$ cat config.mk
export PLATFORM = sky130hd
export DESIGN_NAME = register_bank
export DESIGN_NICKNAME = d
export VERILOG_FILES = /design/src/rtl/register_bank.sv
export SDC_FILE = /design/constraint.sdc
export NUM_CORES = 1
export LEC_CHECK = 0
export ABC_AREA = 1
export BUFFER_PORTS_ARGS = -buffer_cell sky130_fd_sc_hd__buf_2
export CORE_ASPECT_RATIO = 1.75
export CORE_MARGIN = 2
export CORE_UTILIZATION = 30
export CTS_CLUSTER_SIZE = 25
export DETAILED_ROUTE_END_ITERATION = 16
export GPL_ROUTABILITY_DRIVEN = 0
export SETUP_SLACK_MARGIN = 0.5
export SLEW_MARGIN = 20
export SYNTH_ARGS = -nofsm -noshare
export SYNTH_HDL_FRONTEND = slang
export SYNTH_SLANG_ARGS = --single-unit
$ cat constraint.sdc
create_clock -name clk -period 1.6 [get_ports clk]
set_clock_uncertainty 0.2 [all_clocks]
set_input_delay 0.08 -clock clk [delete_from_list [all_inputs] [get_ports clk]]
set_output_delay 0.08 -clock clk [all_outputs]
set_load 0.02 [all_outputs]
$ cat src/rtl/register_bank.sv
// Parametrised operand register bank: two read ports, write, swap, shadow
// save/restore and a one-register-per-cycle sequential clear.
module register_bank #(
  parameter int WIDTH    = 8,
  parameter int NUM_REGS = 4,
  parameter int ADDR_W   = 2
) (
  input  logic                clk,
  input  logic                reset,
  input  logic                wr_en,
  input  logic [ADDR_W-1:0]   wr_addr,
  input  logic [WIDTH-1:0]    wr_data,
  input  logic                swap_en,
  input  logic [ADDR_W-1:0]   swap_a,
  input  logic [ADDR_W-1:0]   swap_b,
  input  logic                save,
  input  logic                restore,
  input  logic                clear_start,
  input  logic [ADDR_W-1:0]   rd_addr0,
  output logic [WIDTH-1:0]    rd_data0,
  input  logic [ADDR_W-1:0]   rd_addr1,
  output logic [WIDTH-1:0]    rd_data1,
  output logic                busy,
  output logic [NUM_REGS-1:0] dirty,
  output logic                err
);

  localparam logic [0:0] IDLE  = 1'b0;
  localparam logic [0:0] CLEAR = 1'b1;

  localparam logic [ADDR_W:0]   REG_COUNT = (ADDR_W+1)'(NUM_REGS);
  localparam logic [ADDR_W-1:0] LAST_REG  = ADDR_W'(NUM_REGS - 1);

  logic [WIDTH-1:0]    regs     [NUM_REGS];
  logic [WIDTH-1:0]    regs_n   [NUM_REGS];
  logic [WIDTH-1:0]    shadow   [NUM_REGS];
  logic [WIDTH-1:0]    shadow_n [NUM_REGS];
  logic [NUM_REGS-1:0] dirty_n;
  logic                err_n;
  logic [0:0]          state;
  logic [0:0]          state_n;
  logic [ADDR_W-1:0]   cnt;
  logic [ADDR_W-1:0]   cnt_n;

  logic [WIDTH-1:0]    val_a;
  logic [WIDTH-1:0]    val_b;
  logic                wr_ok;
  logic                swap_ok;
  logic                op_any;

  assign busy    = (state == CLEAR);
  assign wr_ok   = ({1'b0, wr_addr} < REG_COUNT);
  assign swap_ok = ({1'b0, swap_a} < REG_COUNT) && ({1'b0, swap_b} < REG_COUNT);
  assign op_any  = wr_en | swap_en | save | restore | clear_start;

  // Decoding by comparison against each index keeps out-of-range reads at zero.
  always_comb begin
    rd_data0 = '0;
    rd_data1 = '0;
    val_a    = '0;
    val_b    = '0;
    for (int i = 0; i < NUM_REGS; i++) begin
      if (rd_addr0 == ADDR_W'(i)) rd_data0 = regs[i];
      if (rd_addr1 == ADDR_W'(i)) rd_data1 = regs[i];
      if (swap_a == ADDR_W'(i))   val_a    = regs[i];
      if (swap_b == ADDR_W'(i))   val_b    = regs[i];
    end
  end

  always_comb begin
    regs_n   = regs;
    shadow_n = shadow;
    dirty_n  = dirty;
    err_n    = 1'b0;
    state_n  = state;
    cnt_n    = cnt;

    if (state == CLEAR) begin
      err_n = op_any;
      for (int i = 0; i < NUM_REGS; i++) begin
        if (cnt == ADDR_W'(i)) begin
          regs_n[i]  = '0;
          dirty_n[i] = 1'b1;
        end
      end
      if (cnt == LAST_REG) begin
        state_n = IDLE;
        cnt_n   = '0;
      end else begin
        cnt_n = cnt + 1'b1;
      end
    end else if (clear_start) begin
      state_n = CLEAR;
      cnt_n   = '0;
      err_n   = restore | save | swap_en | wr_en;
    end else if (restore) begin
      regs_n  = shadow;
      dirty_n = '0;
      err_n   = save | swap_en | wr_en;
    end else begin
      // Save clears dirty first so marks from this cycle's swap/write survive.
      if (save) begin
        shadow_n = regs;
        dirty_n  = '0;
      end
      if (swap_en) begin
        if (!swap_ok) begin
          err_n = 1'b1;
        end else if (swap_a != swap_b) begin
          for (int i = 0; i < NUM_REGS; i++) begin
            if (swap_a == ADDR_W'(i)) begin
              regs_n[i]  = val_b;
              dirty_n[i] = 1'b1;
            end else if (swap_b == ADDR_W'(i)) begin
              regs_n[i]  = val_a;
              dirty_n[i] = 1'b1;
            end
          end
        end
      end
      if (wr_en) begin
        if (!wr_ok) begin
          err_n = 1'b1;
        end else begin
          for (int i = 0; i < NUM_REGS; i++) begin
            if (wr_addr == ADDR_W'(i)) begin
              regs_n[i]  = wr_data;
              dirty_n[i] = 1'b1;
            end
          end
        end
      end
    end
  end

  always_ff @(posedge clk or negedge reset) begin
    if (!reset) begin
      for (int i = 0; i < NUM_REGS; i++) begin
        regs[i]   <= '0;
        shadow[i] <= '0;
      end
      dirty <= '0;
      err   <= 1'b0;
      state <= IDLE;
      cnt   <= '0;
    end else begin
      regs   <= regs_n;
      shadow <= shadow_n;
      dirty  <= dirty_n;
      err    <= err_n;
      state  <= state_n;
      cnt    <= cnt_n;
    end
  end

endmodule

-- After elaboration in Yosys (flattened, before gate mapping)
Cells that the tools add are included.
- $add $sub $neg: 1
- equality and inequality tests: 24
- multiplexer cells: 70
- bitwise logic cells: 12
- reductions and logical operators: 12
- operators by type and width (kind ; number):
    8-bit two-way mux ; 32
    32-bit two-way mux ; 6
    4-bit two-way mux ; 7
    2-bit equality test, second input constant ; 12
    1-bit two-way mux ; 22
    2-bit by 1-bit equality test with 1-bit output, second input constant ; 6
    2-bit zero test ; 6
    2-bit by 1-bit inequality test with 1-bit output, second input constant ; 5
    1-bit OR ; 9
    2-bit AND reduction ; 4
    2-bit two-way mux ; 3
    4-bit AND reduction ; 1
    1-bit NOT ; 3
    2-bit by 1-bit adder with 2-bit output, second input constant ; 1
    2-bit inequality test ; 1
    2-bit nonzero test ; 1
- register bits: 72
- bits of input ports: 25
- output and inout port bits: 22

-- Logic depth before layout (Yosys ltp)
- depth in word-level cells: 14
- mapped depth: 13

-- Least setup slack after synthesis
No wires, ideal clock.
- path kind: flip-flop to flip-flop
- start: register state (netlist: busy)
- end: register shadow[20] (netlist bit)
- data arrival time: 1.383 ns
- data required time: 1.269 ns
- path slack: -0.113 ns
- stages on the path, launching flop included: 9
- path buffers: 2
- cell sequence: dfrtp_1 buf_2 nor2_4 inv_2 nor2_2 nand2_2 buf_2 nand2_1 o21ai_0
- cells in the longest elaborated chain, start to end: 2
- ends and longest elaborated chain (element ; line ; RTL):
    start, declared ; 40 ; logic [0:0] state;
    start signal, assigned ; 151 ; state <= state_n;
    1-bit NOT (no source line) ; -- ;
    4-bit AND reduction (no source line) ; -- ;
    end signal, assigned ; 148 ; shadow <= shadow_n;
    end, declared ; 36 ; logic [WIDTH-1:0] shadow [NUM_REGS];
Every way passes these cells.
A chain may end at the register's enable or synchronous reset.

-- Final worst setup path
- start: register regs[24] (netlist bit)
- end: output port rd_data0[0]
- cells in the longest elaborated chain, start to end: 4
- ends and longest elaborated chain (element ; line ; RTL):
    start, declared ; 34 ; logic [WIDTH-1:0] regs [NUM_REGS];
    start signal, assigned ; 147 ; regs <= regs_n;
    8-bit two-way mux (4 in a row) ; 63 ; if (rd_addr0 == ADDR_W'(i)) rd_data0 = regs[i];
    end, declared ; 20 ; output logic [WIDTH-1:0] rd_data0,
Every way passes these cells.

==> out/results.tsv <==
stage	metric	value	unit
logic_synthesis	sequential-to-total area share from yosys stat	0.328	
critical_path	Worst path slowest cell	dfrtp_1	
clocking	Reg clk slew, reported paths	70	ps
logic_synthesis	Synth Flop Type	dfrtp_1	
logic_synthesis	share of the synthesized area in the top cell type	0.328	
logic_synthesis	Yosys warnings	0	
timing	final hold violations	0	
global_routing	vias in the first global route	6767	
detailed_routing	remaining antenna violation count	0	
logic_synthesis	Synth top cells by count	356 x nand2_1, 77 x o21ai_0, 76 x nand3_1	
final_layout	utilization after layout	0.495	
logic_synthesis	Post-synth EDFFs	0	
detailed_routing	drt first pass iters	6	
final_layout	fin area	8890	um^2
critical_path	crit path DAT	1450	ps
timing	setup slack after layout	-132	ps
outcome	failing checks	setup timing	
final_layout	nets	1104	
clocking	deepest clock path buffer count	2	
final_layout	antenna cells	0	
floorplanning	Placeable Area	18000	um^2
critical_path	Required @ worst endpoint	1320	ps
global_routing	initial antenna violation count	0	
floorplanning	die width	106	um
global_routing	All-Layer GR Usage	0.258	
logic_synthesis	post-synthesis cell count	891	
timing	relative slew slack	0.585	
timing	final setup violation count	60	
critical_path	critical path class	reg2out	
floorplanning	area of the die	19400	um^2
power	maximum vdd drop	0.970	mV
timing	max-slew violations	0	
power	Total Power	14.2	mW
place	DP HPWL	16600	um
clocking	total CTS buffers	9	
timing	Slew @ Worst Pin	621	ps
timing	Max Clk Rate	577	MHz
clocking	clock root buffer master	clkbuf_16	
critical_path	crit path buf inv count	3	
critical_path	most frequent CP cell	buf_6	
critical_path	CP startpoint kind	flop	
detailed_routing	vias per std cell	5.37	
global_routing	largest net degree at the start of global routing	52	
detailed_routing	first-iteration detailed-routing DRC count	713	
place	Cell Area, Placed	6680	um^2
critical_path	Critical Path, Cell by Cell	inv_2, buf_6, o22ai_1, a21oi_2, o21ai_2, buf_6	
timing	part of the cycle the worst path needs	1.08	
logic_synthesis	Synth Register Bits	72	
critical_path	CP Capture Type	output pin	
final_layout	FILL cells	1670	
global_routing	global route total overflow	0	
job	# Max-Cap Violations	0	
final_layout	proportion of layout cells with a drive suffix above 1	0.406	
timing	Tmin final	1730	ps
critical_path	CP delay by family, top	flip-flops	
logic_synthesis	syn_area_per_cell	6.16	um^2
outcome	status	finished, violations left	
power	Power Dens Cells	1590	nW/um^2
logic_synthesis	post-synthesis net count	920	
detailed_routing	routed vias	7052	
clocking	TritonCTS clock tree	built	
clocking	clk sinks	72	
timing	RSZ-0062 raised after global routing	yes	
final_layout	final cell count without fillers	1314	
floorplanning	die height	183	um
power	leakage power	4.31	nW
logic_synthesis	Mapped Area	5490	um^2
logic_synthesis	async set-reset flop share out of synthesis	1.00	
floorplanning	FP Rows	65	
logic_synthesis	most frequent cell after synthesis	nand2_1	
detailed_routing	Avg WL per Cell	19.6	um
detailed_routing	# DRC	0	
logic_synthesis	leading area contributor after synthesis	dfrtp_1	
critical_path	Max FO, Critical Path	2	
clocking	htree depth	3	
floorplanning	IO Count	47	
critical_path	CP max stage delay	400	ps
logic_synthesis	Distinct cells, synth	30	
floorplanning	starting density of the core	0.305	
place	placed cells	1224	
min_path	Hold Crit Class	in2async	
global_routing	first-pass GRT wire length	37800	um
place	port bufs	46	
final_layout	Area Growth Syn to Fin	62.2	%
detailed_routing	Total Wirelength	25800	um
logic_synthesis	synth top area cells	dfrtp_1 33%, nand2_1 24%, o21ai_0 7.0%, nand3_1 6.9%, a21oi_1 6.3%	
clocking	latest clock arrival within the worst-skew pair	350	ps
## cell usage in the layout, fill, tap and decap left out, drive strengths merged
cell / n
dfrtp: 72
inv: 82
o22ai: 14
o21ai: 81
nand2: 365
nand3: 80
nor2: 82
buf: 190
clkbuf: 12
nor3: 5
a21oi: 69
ha: 4
clkinv: 4
nand3b: 1
a22oi: 1
bufinv: 2
dlygate4sd3: 15
o211ai: 1
## sequential cells by signal (all words and copies together), names as in the netlist
| name | cells |
|---|---|
| shadow | 32 |
| regs | 32 |
| dirty | 4 |
| err | 1 |
| cnt | 2 |
| busy | 1 |
## layout make-up
| cell class | count | area (um^2) | share of cell area |
|---|---|---|---|
| Multi-Input combinational cell | 703 | 3990 | 0.449 |
| Timing Repair Buffer | 205 | 2140 | 0.240 |
| Sequential cell | 72 | 1810 | 0.203 |
| Inverter | 83 | 327 | 0.0367 |
| Tap cell | 234 | 293 | 0.0329 |
| Clock buffer | 12 | 246 | 0.0277 |
| Clock inverter | 4 | 77.6 | 0.00872 |
| Timing Repair inverter | 1 | 16.3 | 0.00183 |
## cells by family after synthesis
| logic type | synth area share |
|---|---|
| buf+inv | 0.0924 |
| simple gates | 0.413 |
| flops | 0.328 |
| fa+ha+maj | 0.00912 |
| compound gates | 0.157 |
## power by group
part	switching [mW]	total (mW)	internal, mW
sequential	0.819	3.45	2.63
combinational	4.60	8.42	3.82
clock	0.884	2.30	1.42
## routing by layer
| metal | vias up | wire length (um) | global-route usage |
|---|---|---|---|
| met5 | - | 0 | 0 |
| met4 | 0 | 2480 | 0.229 |
| met3 | 154 | 1700 | 0.0391 |
| met2 | 383 | 12600 | 0.440 |
| met1 | 3284 | 9010 | 0.272 |
| li1 | 3231 | - | - |
## worst paths after layout
path	startpoint	end	slack, ps	cells after the start
worst min register to register	shadow[2]$_DFFE_PN0P_	shadow[2]$_DFFE_PN0P_	300	2
worst min-delay path	reset	regs[16]$_DFFE_PN0P_	2	2
worst max-delay path	regs[24]$_DFFE_PN0P_	rd_data0[0]	-130	6
worst max register to register	regs[19]$_DFFE_PN0P_	regs[19]$_DFFE_PN0P_	-50	13
min in group clk	wr_data[2]	regs[18]$_DFFE_PN0P_	0	7
max in group asynchronous	reset	shadow[3]$_DFFE_PN0P_	690	3
## metrics by stage
stage	setup WS (ps)	hold slack, ps	TNS [ps]
2_1_floorplan	9.36	-416	0
3_3_place_gp	-52.2	-92.8	-431
3_5_place_dp	-61.6	-94.3	-427
4_1_cts	-90.2	5.93	-1150
5_1_grt	-163	58.4	-5770
6_report	-132	1.70	-2290
## what timing repair did
item / CTS / global route
hold buffers: 15 / 0
buffers inserted: 36 / 15
pin swaps: 30 / 37
cloned: 8 / 0
gates resized for setup: 252 / 120
endpoints found under the setup margin: 94 / 127
hold endpoints to repair: 90 / 0
(Power assumes the default switching activity.)
